==> config.mk <==
export PLATFORM = sky130hd
export DESIGN_NAME = keypad_emulator
export DESIGN_NICKNAME = d
export VERILOG_FILES = /design/src/rtl/keypad_emulator.sv
export SDC_FILE = /design/constraint.sdc
export NUM_CORES = 1
export LEC_CHECK = 0
export ABC_AREA = 1
export CAP_MARGIN = 20
export CORE_ASPECT_RATIO = 0.9
export CORE_MARGIN = 2
export CORE_UTILIZATION = 45
export DETAILED_ROUTE_END_ITERATION = 6
export PLACE_DENSITY_LB_ADDON = 0.25
export SETUP_SLACK_MARGIN = 0.15
export SYNTH_ARGS = -nofsm -noshare
export SYNTH_HDL_FRONTEND = slang
export SYNTH_SLANG_ARGS = --single-unit
==> constraint.sdc <==
create_clock -name clk -period 3.3 [get_ports clk]
set_clock_uncertainty 0.15 [all_clocks]
set_input_delay 0.99 -clock clk [delete_from_list [all_inputs] [get_ports clk]]
set_output_delay 0.99 -clock clk [all_outputs]
set_load 0.01 [all_outputs]
==> src/rtl/keypad_emulator.sv <==
// Keypad-side responder for the 4x4 matrix scan: queues key indices and answers row drive with column returns.
// Define KEY_BOUNCE_EN to add contact chatter at the start of each press and release.
module keypad_emulator #(
  parameter int unsigned HOLD_CYCLES   = 50,
  parameter int unsigned GAP_CYCLES    = 50,
  parameter int unsigned FIFO_DEPTH    = 4,
  parameter int unsigned BOUNCE_CYCLES = 3
) (
  input  logic       clk,
  input  logic       reset,
  input  logic [3:0] fila,
  output logic [3:0] col,
  input  logic [3:0] key_in,
  input  logic       key_valid,
  output logic       key_ready,
  output logic       busy,
  output logic       pressed,
  output logic       key_done
);

  localparam int unsigned AW      = $clog2(FIFO_DEPTH);
  localparam int unsigned CNT_MAX = (HOLD_CYCLES > GAP_CYCLES) ? HOLD_CYCLES : GAP_CYCLES;
  // Counter is wide enough to also hold the bounce length for the elapsed-time compare.
  localparam int unsigned CW      = $clog2(CNT_MAX + BOUNCE_CYCLES) + 1;

  localparam logic [CW-1:0] HOLD_LD = CW'(HOLD_CYCLES - 1);
  localparam logic [CW-1:0] GAP_LD  = CW'(GAP_CYCLES - 1);
  localparam logic [AW:0]   DEPTH_V = (AW + 1)'(FIFO_DEPTH);

  typedef enum logic [1:0] {IDLE, PRESS, GAP} state_t;

  state_t        state, state_n;
  logic [CW-1:0] cnt, cnt_n;
  logic [3:0]    cur_key, cur_n;
  logic [3:0]    mem [FIFO_DEPTH];
  logic [AW-1:0] wr_ptr, rd_ptr;
  logic [AW:0]   occ, occ_n;
  logic          do_push, do_pop;
  logic          pressed_n, done_n, busy_n, ready_n;
  logic [3:0]    col_n;
`ifdef KEY_BOUNCE_EN
  localparam logic [CW-1:0] BOUNCE_V = CW'(BOUNCE_CYCLES);
  logic [CW-1:0] elapsed;
`endif

  always_comb begin
    do_push = key_valid && key_ready;
    do_pop  = (state == IDLE) && (occ != '0);

    occ_n = occ;
    if (do_push && !do_pop)
      occ_n = occ + (AW + 1)'(1);
    else if (!do_push && do_pop)
      occ_n = occ - (AW + 1)'(1);

    state_n = state;
    cnt_n   = cnt;
    cur_n   = cur_key;
    case (state)
      IDLE: if (do_pop) begin
        state_n = PRESS;
        cnt_n   = HOLD_LD;
        cur_n   = mem[rd_ptr];
      end
      PRESS: if (cnt == '0) begin
        state_n = GAP;
        cnt_n   = GAP_LD;
      end else begin
        cnt_n = cnt - CW'(1);
      end
      GAP: if (cnt == '0)
        state_n = IDLE;
      else
        cnt_n = cnt - CW'(1);
      default: state_n = IDLE;
    endcase

    done_n  = (state_n == PRESS) && (cnt_n == '0);
    busy_n  = (state_n != IDLE) || (occ_n != '0);
    ready_n = (occ_n != DEPTH_V);

`ifdef KEY_BOUNCE_EN
    // Chatter phase is measured from the reload value, so even elapsed cycles read as contact.
    elapsed = ((state_n == PRESS) ? HOLD_LD : GAP_LD) - cnt_n;
    case (state_n)
      PRESS:   pressed_n = (elapsed < BOUNCE_V) ? ~elapsed[0] : 1'b1;
      GAP:     pressed_n = (elapsed < BOUNCE_V) ? ~elapsed[0] : 1'b0;
      default: pressed_n = 1'b0;
    endcase
`else
    pressed_n = (state_n == PRESS);
`endif

    // Column return is driven from the registered contact state, one cycle behind pressed.
    col_n = (pressed && !fila[cur_key[3:2]]) ? ~(4'b0001 << cur_key[1:0]) : 4'hF;
  end

  always_ff @(posedge clk) begin
    if (do_push)
      mem[wr_ptr] <= key_in;
  end

  always_ff @(posedge clk or negedge reset) begin
    if (!reset) begin
      state     <= IDLE;
      cnt       <= '0;
      cur_key   <= '0;
      wr_ptr    <= '0;
      rd_ptr    <= '0;
      occ       <= '0;
      col       <= '1;
      pressed   <= 1'b0;
      key_done  <= 1'b0;
      busy      <= 1'b0;
      key_ready <= 1'b1;
    end else begin
      state     <= state_n;
      cnt       <= cnt_n;
      cur_key   <= cur_n;
      occ       <= occ_n;
      col       <= col_n;
      pressed   <= pressed_n;
      key_done  <= done_n;
      busy      <= busy_n;
      key_ready <= ready_n;
      if (do_push)
        wr_ptr <= wr_ptr + AW'(1);
      if (do_pop)
        rd_ptr <= rd_ptr + AW'(1);
    end
  end

endmodule
==> results.cfg <==
[status]
outcome = finished clean

[final_layout]
nets = 283
antenna_cells = 0
fin_cells = 328
final_core_util = 0.538
finalInstanceArea_um2 = 2550
syn_to_final_growth_pct = 17.0
layout-drive-gt1-share = 0.125

[synth]
ys_async_sr_fraction = 0.636
synth_top_area_frac = 0.264
synth_area_leaders = dfrtp_1, edfxtp_1, nand2_1
synth-seq-area-share = 0.544
yosys.area.top_type = dfrtp_1
ys.warnings.count = 0
ys_ff_latch = 44
synth-edff-count = 16
synthFlopType = dfrtp_1
synthCells = 238
synth.distinct_cells = 27
syn-num-nets = 259
syn_area_um2 = 2180
avgSynthCellArea_um2 = 9.16

[sta]
slew_violations = 0
setup_viol = 0
period_share = 0.757
fin_setup_tns_ns = 0
final_hold_viol_count = 0
fmax_mhz = 400
layout_min_cycle_time_ns = 2.50
worst-slew-pin-transition_ns = 0.402
max_slew_margin = 0.731
rsz0062_at_grt = false

[floorplan]
row_count = 24
core_area_um2 = 4740
die_area_um2 = 5420
initial_core_util = 0.460
die-height_um = 70.0
die_w_um = 77.4
io_pins = 19

[setup_path]
arrival_ns = 1.36
regToRegSetupSlack_ns = 0.96
critPathTopFamily = flip-flops
slowest_delay_ns = 0.54
regToRegEndpoint = key_done$_DFF_PN0_
reg2reg_depth = 13
crit_end = key_ready
path_cells = clkdlybuf4s50_1
cp_slowest_cell = dfstp_2
cp_num_cells = 1
cp-start-kind = flop
critPathRequiredTime_ns = 2.16
worstPathMaxFanout = 2
timing.rr.start = cnt[0]$_DFF_PN0_
end_kind = output port
critPathKind = reg -> out
crit_buf_inv = 1
startpoint = key_ready$_DFF_PN1_

[routing]
dr.pass1.iters = 4
post-route-drc-count = 0
drtIter0Drc = 80
vias_per_cell = 4.67
drt-total-wl_um = 3750
wl_per_cell_um = 11.4
antenna_left = 0
via_count = 1533

[grt]
track_usage = 0.155
grt_pass1_wl_um = 6620
antenna_found_initial = 0
overflow = 0
grt_max_degree = 29
first_global_vias = 1453

[pwr]
power_frac_seq = 0.513
power_density_nw_per_um2 = 518
comb_power_share = 0.184
pwr-share-clk = 0.303
irDropWorstVdd_uv = 479
internal_power_mw = 0.960
power_mw = 1.32
p_leak_nw = 1.19
power.switching_mw = 0.361
p_sw_frac = 0.273

[clocking]
cts_setup_buffers = 0
clk_latency_ns = 0.29
cts_tree = done
cts_buffer_depth = 2
root_buffer = clkbuf_8
cts.sinks = 44
cts_hold_buf = 0
cts_buffers = 5
clk_pin_slew_ns = 0.08
htree_levels = 2
cts_resized = 0

[placement]
dp.cells = 320
gp_congestion = 0.873
io_buffers = 18
place_area_um2 = 2440
dpl.hpwl_um = 2830

[hold_path]
hold_class = reg -> reg

[job]
maxCapViolCount = 0
cell usage in the layout (no fill, tap or decap):
| master | count |
|---|---|
| o21ai_0 | 19 |
| ha_1 | 10 |
| nand2_4 | 2 |
| nand3_1 | 9 |
| or2_2 | 1 |
| inv_2 | 3 |
| clkbuf_8 | 5 |
| clkinv_4 | 1 |
| inv_1 | 34 |
| dfstp_2 | 5 |
| nand2_2 | 3 |
| nor3_1 | 1 |
| o21ai_1 | 2 |
| clkdlybuf4s50_1 | 18 |
| xor2_1 | 3 |
| nand3_4 | 1 |
| buf_4 | 1 |
| nor2_4 | 3 |
| clkinv_1 | 2 |
| xor2_2 | 1 |
| bufinv_16 | 1 |
| o32ai_1 | 4 |
| nor2_1 | 33 |
| dfrtp_1 | 23 |
| edfxtp_1 | 16 |
| nor2_2 | 4 |
| nand2_1 | 54 |
| o21ai_2 | 1 |
| o211ai_1 | 2 |
| nor3_2 | 1 |
state kept, by name (all words and copies together), names as in the netlist:
| register | count |
|---|---|
| busy | 1 |
| cnt | 7 |
| col | 4 |
| cur_key | 4 |
| key_done | 1 |
| key_ready | 1 |
| mem | 16 |
| occ | 3 |
| pressed | 1 |
| rd_ptr | 2 |
| state | 2 |
| wr_ptr | 2 |
power groups by stage:
stage               logic [mW]  registers (mW)  clock network [mW]
finish                   0.243           0.678               0.401
global route             0.280           0.687               0.430
CTS                      0.244           0.679               0.414
floorplan                0.164           0.683                   0
global placement         0.234           0.688                   0
detailed placement       0.240           0.689                   0
synthesized netlist by cell type, types with 2 or more instances:
cell      count
o21ai_0      19
nand2_4       2
dfrtp_1      23
o211ai_1      2
edfxtp_1     16
nand2_1      54
xor2_1        3
o21ai_1       2
nand2_2       3
inv_2         3
ha_1         10
nand3_1       9
o32ai_1       4
dfstp_2       5
nor2_1       33
nor2_4        3
nor2_2        4
inv_1        34
worst min-delay path by stage:
stage / start / to / slack, ns / depth (start not counted)
after floorplan: cur_key[1]$_DFFE_PN0P_ / col[2]$_DFF_PN1_ / 0.25 / 1
after global placement: cur_key[1]$_DFFE_PN0P_ / col[2]$_DFF_PN1_ / 0.26 / 1
after detailed placement: cur_key[1]$_DFFE_PN0P_ / col[2]$_DFF_PN1_ / 0.26 / 1
after CTS: cur_key[1]$_DFFE_PN0P_ / col[2]$_DFF_PN1_ / 0.28 / 1
after global routing: cur_key[1]$_DFFE_PN0P_ / col[2]$_DFF_PN1_ / 0.30 / 1
final: cur_key[1]$_DFFE_PN0P_ / col[2]$_DFF_PN1_ / 0.27 / 1
through the flow:
step | hold WS, ns | setup slack, ns
after floorplan | 0.247 | 1.25
final | 0.274 | 0.801
after global placement | 0.264 | 0.729
after detailed placement | 0.264 | 0.694
after global routing | 0.295 | 0.691
after CTS | 0.275 | 0.780
cell type report:
| type | instances | area, µm² |
|---|---|---|
| clock inverters | 3 | 42.5 |
| inverters | 38 | 143 |
| flip-flops and latches | 44 | 1190 |
| fillers | 455 | 2190 |
| well taps | 65 | 81.3 |
| repair buffers | 19 | 188 |
| multi-input cells | 154 | 842 |
| clock buffers | 5 | 68.8 |
worst register-to-register path, stage by stage, from the launching register on:
cell     delay, ns
dfrtp_1       0.41
inv_1         0.12
ha_1          0.18
inv_1         0.04
nor2_1        0.20
nand3_4       0.15
ha_1          0.29
o21ai_0       0.14
nand3_1       0.08
nand2_1       0.09
nand2_1       0.08
nor3_2        0.15
nand2_1       0.08
nor2_1        0.10
layer usage:
metal / part of all wire / up-vias / GRT usage / wire [µm]
met5: 0 / - / 0 / 0
met2: 0.45 / 21 / 0.230 / 1700
met4: 0.0061 / 0 / 0.0417 / 23
met1: 0.52 / 707 / 0.230 / 1930
li1: - / 803 / - / -
met3: 0.026 / 2 / 0.0362 / 96
cells by family after synthesis:
kind of cell / synth area share
DFF: 0.544
and+or+nand+nor: 0.234
AOI/OAI and AO/OA: 0.0752
adders and majority gates: 0.0574
buffers and inverters: 0.0694
xor gates and xnor gates: 0.0195
No activity file was read; power rests on OpenSTA's default activity.
